$ cat src/rtl/sha_pkg.sv
// rtl/sha_pkg.sv - shared SHA-256 block geometry and converter state type
package sha_pkg;

    localparam int WORD_W    = 32;
    localparam int NUM_WORDS = 16;
    localparam int BLOCK_W   = NUM_WORDS * WORD_W;

    typedef enum logic {
        IDLE,
        SHIFT
    } pts_state_t;

endpackage

$ cat src/rtl/pts_sr_16_if.sv
// rtl/pts_sr_16_if.sv - block load handshake and word stream bundle
// Signals:
//   load_valid/load_ready/parallel_in : block load handshake (env -> converter)
//   out_valid/out_ready/serial_out    : word stream (converter -> env)
//   out_index/out_last                : position of the word in flight
// Modports: master = surrounding environment, slave = converter.
interface pts_sr_16_if #(
    parameter int NUM_WORDS = sha_pkg::NUM_WORDS,
    parameter int WORD_W    = sha_pkg::WORD_W
);
    localparam int IDX_W = (NUM_WORDS > 1) ? $clog2(NUM_WORDS) : 1;

    logic                        load_valid;
    logic                        load_ready;
    logic [NUM_WORDS*WORD_W-1:0] parallel_in;
    logic                        out_valid;
    logic                        out_ready;
    logic [WORD_W-1:0]           serial_out;
    logic [IDX_W-1:0]            out_index;
    logic                        out_last;

    modport master (
        output load_valid, parallel_in, out_ready,
        input  load_ready, out_valid, serial_out, out_index, out_last
    );

    modport slave (
        input  load_valid, parallel_in, out_ready,
        output load_ready, out_valid, serial_out, out_index, out_last
    );
endinterface

$ cat src/rtl/pts_sr.sv
// rtl/pts_sr.sv - generic word-wide parallel-load / shift-out register
// Ports:
//   clk, n_rst   : clock, asynchronous active-low reset (clears all slots)
//   load         : capture parallel_in[k] into slot k (wins over shift_en)
//   shift_en     : move slot k to slot k+1, slot 0 fills with zero
//   parallel_in  : one word per slot
//   serial_out   : top slot (NUM_WORDS-1)
module pts_sr #(
    parameter int NUM_WORDS = 16,
    parameter int WORD_W    = 32
) (
    input  logic              clk,
    input  logic              n_rst,
    input  logic              load,
    input  logic              shift_en,
    input  logic [WORD_W-1:0] parallel_in [NUM_WORDS],
    output logic [WORD_W-1:0] serial_out
);
    logic [WORD_W-1:0] slot_q [NUM_WORDS];

    always_ff @(posedge clk or negedge n_rst) begin
        if (!n_rst) begin
            for (int k = 0; k < NUM_WORDS; k++) slot_q[k] <= '0;
        end else if (load) begin
            for (int k = 0; k < NUM_WORDS; k++) slot_q[k] <= parallel_in[k];
        end else if (shift_en) begin
            slot_q[0] <= '0;
            for (int k = 1; k < NUM_WORDS; k++) slot_q[k] <= slot_q[k-1];
        end
    end

    assign serial_out = slot_q[NUM_WORDS-1];
endmodule

$ cat src/rtl/pts_sr_16.sv
// rtl/pts_sr_16.sv - 512-bit block to 16 x 32-bit word stream, top word first
// Ports:
//   clk    : system clock
//   n_rst  : asynchronous active-low reset
//   clear  : synchronous abort, drops the block in flight
//   bus    : slave side of pts_sr_16_if (load handshake + word stream)
module pts_sr_16 #(
    parameter int NUM_WORDS = sha_pkg::NUM_WORDS,
    parameter int WORD_W    = sha_pkg::WORD_W
) (
    input  logic         clk,
    input  logic         n_rst,
    input  logic         clear,
    pts_sr_16_if.slave   bus
);
    import sha_pkg::*;

    localparam int               IDX_W    = (NUM_WORDS > 1) ? $clog2(NUM_WORDS) : 1;
    localparam logic [IDX_W-1:0] LAST_IDX = IDX_W'(NUM_WORDS - 1);

    pts_state_t        state_q, state_d;
    logic [IDX_W-1:0]  count_q, count_d;
    logic              out_valid;
    logic              out_last;
    logic              beat;
    logic              load_ready;
    logic              capture;
    logic              shift_en;
    logic [WORD_W-1:0] words [NUM_WORDS];

    for (genvar k = 0; k < NUM_WORDS; k++) begin : g_unpack
        assign words[k] = bus.parallel_in[k*WORD_W +: WORD_W];
    end

    assign out_valid = (state_q == SHIFT);
    assign out_last  = out_valid && (count_q == LAST_IDX);
    assign beat      = out_valid && bus.out_ready;

    // A new block may enter while idle, or on the beat that retires the last
    // word so consecutive blocks run without a bubble. This is the only
    // combinational input-to-output path (via out_ready).
    assign load_ready = !clear && (!out_valid || (beat && out_last));
    assign capture    = bus.load_valid && load_ready;
    assign shift_en   = beat && !out_last && !clear;

    always_comb begin
        state_d = state_q;
        count_d = count_q;
        if (clear) begin
            state_d = IDLE;
            count_d = '0;
        end else if (capture) begin
            state_d = SHIFT;
            count_d = '0;
        end else if (beat) begin
            if (out_last) begin
                state_d = IDLE;
                count_d = '0;
            end else begin
                count_d = count_q + IDX_W'(1);
            end
        end
    end

    always_ff @(posedge clk or negedge n_rst) begin
        if (!n_rst) begin
            state_q <= IDLE;
            count_q <= '0;
        end else begin
            state_q <= state_d;
            count_q <= count_d;
        end
    end

    pts_sr #(
        .NUM_WORDS (NUM_WORDS),
        .WORD_W    (WORD_W)
    ) u_sr (
        .clk         (clk),
        .n_rst       (n_rst),
        .load        (capture),
        .shift_en    (shift_en),
        .parallel_in (words),
        .serial_out  (bus.serial_out)
    );

    assign bus.load_ready = load_ready;
    assign bus.out_valid  = out_valid;
    assign bus.out_index  = count_q;
    assign bus.out_last   = out_last;
endmodule

$ cat src/flat_wrapper.sv
// flat-port wrapper written by rule: the top's interface ports become plain ports
module pts_sr_16_flat import sha_pkg::*;
#(
    parameter int NUM_WORDS = sha_pkg::NUM_WORDS,
    parameter int WORD_W    = sha_pkg::WORD_W
)
  (clk, n_rst, clear, bus_load_valid, bus_parallel_in, bus_out_ready, bus_load_ready, bus_out_valid, bus_serial_out, bus_out_index, bus_out_last);
  pts_sr_16_if #(.NUM_WORDS(NUM_WORDS), .WORD_W(WORD_W)) bus_i ();
  input  logic clk;
  input  logic n_rst;
  input  logic clear;
  input wire logic [$bits(bus_i.load_valid)-1:0] bus_load_valid;
  input wire logic [$bits(bus_i.parallel_in)-1:0] bus_parallel_in;
  input wire logic [$bits(bus_i.out_ready)-1:0] bus_out_ready;
  output wire logic [$bits(bus_i.load_ready)-1:0] bus_load_ready;
  output wire logic [$bits(bus_i.out_valid)-1:0] bus_out_valid;
  output wire logic [$bits(bus_i.serial_out)-1:0] bus_serial_out;
  output wire logic [$bits(bus_i.out_index)-1:0] bus_out_index;
  output wire logic [$bits(bus_i.out_last)-1:0] bus_out_last;
  assign bus_i.load_valid = bus_load_valid;
  assign bus_i.parallel_in = bus_parallel_in;
  assign bus_i.out_ready = bus_out_ready;
  assign bus_load_ready = bus_i.load_ready;
  assign bus_out_valid = bus_i.out_valid;
  assign bus_serial_out = bus_i.serial_out;
  assign bus_out_index = bus_i.out_index;
  assign bus_out_last = bus_i.out_last;
  pts_sr_16 #(.NUM_WORDS(NUM_WORDS), .WORD_W(WORD_W)) u_core (.clk(clk), .n_rst(n_rst), .clear(clear), .bus(bus_i));
endmodule
$ cat config.mk
export PLATFORM = sky130hd
export DESIGN_NAME = pts_sr_16_flat
export DESIGN_NICKNAME = d
export VERILOG_FILES = /design/src/rtl/sha_pkg.sv /design/src/rtl/pts_sr_16_if.sv /design/src/rtl/pts_sr.sv /design/src/rtl/pts_sr_16.sv /design/src/flat_wrapper.sv
export SDC_FILE = /design/constraint.sdc
export NUM_CORES = 1
export LEC_CHECK = 0
export CAP_MARGIN = 20
export CORE_MARGIN = 5
export CORE_UTILIZATION = 52
export CTS_BUF_LIST = sky130_fd_sc_hd__clkbuf_8
export DETAILED_ROUTE_END_ITERATION = 8
export GPL_TIMING_DRIVEN = 0
export PLACE_DENSITY = 0.89
export SKIP_LAST_GASP = 1
export SYNTH_ARGS = -nofsm -noshare
export SYNTH_HDL_FRONTEND = slang
export SYNTH_SLANG_ARGS = --single-unit
$ cat constraint.sdc
create_clock -name clk -period 2.9 [get_ports clk]
set_input_delay 0.58 -clock clk [delete_from_list [all_inputs] [get_ports clk]]
set_output_delay 0.58 -clock clk [all_outputs]
set_load 0.005 [all_outputs]
==> out/qor.yml, run 1 <==
timing:
  fin_skew_ns: 0.0294
  rsz0062_at_grt: "yes"
  finalHoldViolCount: 0
  relSlewSlack_pct: 38.3
  drv_slew: 0
  fin_hold_ws_ns: 0.191
  max_slew.worst_pin.slew_ns: 0.925
  final.setup.worst_slack_ns: 0.0134
  period_needed_ns: 2.89
  period_share_pct: 99.5
  setup_viol: 0
  fmax_ghz: 0.346
  tns_ns: 0
power_and_ir_drop:
  p_leak_nw: 16.3
  power_density_nw_per_um2: 611
  peakVddDrop_mv: 0.401
final_layout:
  utilization_pct: 70.3
  area_growth_pct: 33.9
  final_common_cell: "clkdlybuf4s50_1"
  drive_gt1_share_pct: 9.14
  layout_common_cells: "clkdlybuf4s50_1 (553), nand2_1 (532), dfrtp_1 (516)"
  n_fill_cell: 3224
  nNetsFinal: 3442
logic_synthesis:
  postSynthCellCount: 2276
  yosysTopAreaCellShare_pct: 54.3
  syn_avg_cell_area_um2: 10.5
  synth_seq_cells: 517
  synth.area.top_cells: "dfrtp_1 (54%), mux2i_1 (20%), nand2_1 (8.4%), o21ai_1 (6.3%), o21ai_0 (4.2%)"
  synth_largest_area_cell: "dfrtp_1"
  synth_nets: 2794
  synth-seq-area-share_pct: 54.3
  yosysWarnings: 0
  syn_area_um2: 23800
  ys_types: 25
placement:
  pre_cts_slack_ns: -1.02
  dp_hpwl_mm: 66.9
  gp_congestion: 0.964
  portBuffers: 554
clock_network:
  cts_root_buf: "clkbuf_8"
  clk-insertion-delay-late_ns: 0.69
  cts_tree: "built"
  cts_buffers: 84
  h-tree-depth: 3
  cts.clk_slew.worst_paths_ns: 0.06
  cts_max_path_buffers: 3
  cts.sinks: 517
critical_path:
  endpoint_kind: "flop"
  startpoint: "u_core.bus.out_index[0]"
  worst-setup-path-type: "flop to flop"
  required_ns: 3.48
  path_max_fanout: 10
  timing.rr.start: "u_core.bus.out_index[0]"
  critPathLaunchType: "flop"
  worstPathArrival_ns: 3.46
outcome:
  outcome: "completed"
grt:
  grt_util_all_layers_pct: 32.8
  antenna_found_initial: 29
  grt_pass1_vias: 21642
  grt_max_degree: 127
  grt_overflow: 0
  grt_first_pass_wirelength_mm: 127
routing:
  wl_per_cell_um: 23.3
  viasPerCell: 5.59
  first_pass_iters: 8
  drt-total-wl_mm: 83.7
  vias: 20061
  drtAntennaViolNets: 0
  drc: 0
  drtIter0Drc: 1642
worst_hold_path:
  holdCritStartpoint: "clear"
  hold_class: "input pin to flop"
die:
  io-pin-count: 556
  rows: 78
  fp.coreArea_um2: 45400
  dieHeight_um: 224
  start_util_pct: 52.5
  die_x_um: 224
  design.die.area_um2: 50200
job:
  cap_viol_max_count: 0
synthesized netlist by cell type, drive strengths merged:
library cell,instances
nor2,4
nand4,1
o31a,1
clkbuf,56
ha,1
or3,1
buf,148
o21ai,500
nand2b,1
nand3,2
xor2,1
nor3,5
and2,2
and3,1
a22o,15
nand2,532
mux2i,466
a21o,15
dfrtp,517
nor2b,2
inv,1
a21oi,4
flip-flops by register name (all words and copies together), names as in the netlist:
signal / cells
u_core.u_sr.slot_q: 480
u_core.u_sr.serial_out: 32
u_core.bus.out_index: 4
u_core.bus.out_valid: 1
worst max-delay path: stages (launching register included):
cell and delay, ns:
dfrtp_2 0.38, ha_2 0.21, nand4_1 0.16, a21oi_2 0.41
buf_4 0.38, buf_4 0.33, buf_4 0.31, buf_2 0.36
nand2_1 0.12, o21ai_0 0.10
final cells by class:
| type | instances | area (µm²) | area share [%] |
|---|---|---|---|
| tap | 600 | 751 | 2.35 |
| sequential | 517 | 12900 | 40.6 |
| clock buffer | 101 | 1390 | 4.36 |
| clock inverter | 38 | 171 | 0.538 |
| inverter | 1 | 3.75 | 0.0118 |
| timing repair buffer | 562 | 5710 | 17.9 |
| antenna | 13 | 32.5 | 0.102 |
| buffer | 204 | 1320 | 4.13 |
| multi-input combinational | 1554 | 9570 | 30.0 |
path summary, 6_finish.rpt:
kind                                                    to  slack, ns  cells after the start
worst max-delay path             u_core.u_sr.serial_out[5]       0.01                      9
worst min-delay path                  u_core.bus.out_valid       0.19                      2
worst max register to register   u_core.u_sr.serial_out[5]       0.01                      9
worst min register to register  u_core.u_sr.serial_out[30]       0.49                      1
max in group asynchronous          u_core.bus.out_index[0]       0.70                      5
min in group asynchronous          u_core.u_sr.slot_q[459]       0.27                      2
stage by stage:
stage / total power [mW] / instance area [µm²] / std cells
3_3_place_gp: 13.3 / 30100 / 3430
4_1_cts: 19.5 / 31900 / 3577
2_1_floorplan: 11.4 / 23800 / 2276
3_5_place_dp: 13.5 / 30300 / 3435
5_1_grt: 20.4 / 31900 / 3583
6_report: 19.5 / 31900 / 3590
logic make-up (layout without fill, tap and decap cells):
| family | Yosys count | after routing | share of synthesized area [%] |
|---|---|---|---|
| DFF | 517 | 517 | 54.3 |
| muxes | 466 | 466 | 19.6 |
| buffers and inverters | 205 | 906 | 5.52 |
| xor gates and xnor gates | 1 | 1 | 0.0368 |
| other | 0 | 13 | 0 |
| and+or+nand+nor | 551 | 551 | 8.83 |
| AOI/OAI and AO/OA | 535 | 535 | 11.7 |
| adders and majority gates | 1 | 1 | 0.0525 |
routing by layer:
metal / track usage [%] / routed length, µm
met3: 9.37 / 7150
met2: 58.0 / 42600
met1: 37.3 / 30400
met4: 14.0 / 3410
met5: 0 / 204
report_power, final:
group          switching (mW)  internal (mW)
Sequential               1.04           8.69
Combinational            1.68           2.05
Clock                    2.89           3.12
Total                    5.61           13.9
what timing repair did:
action,4_1_cts,5_1_grt
hold buffers,1,0
hold endpoints to repair,7,0
setup endpoints to repair,514,2
setup buffers,2,0
gates resized for setup,5,1
Note: power is estimated with default switching activity, not from simulation.
==> inputs of run 2 (changes only) <==
Settings changed: CTS_CLUSTER_SIZE from default to 30.
==> results of run 2 <==
The final DEF is identical to that of run 1; final timing and power are the same.
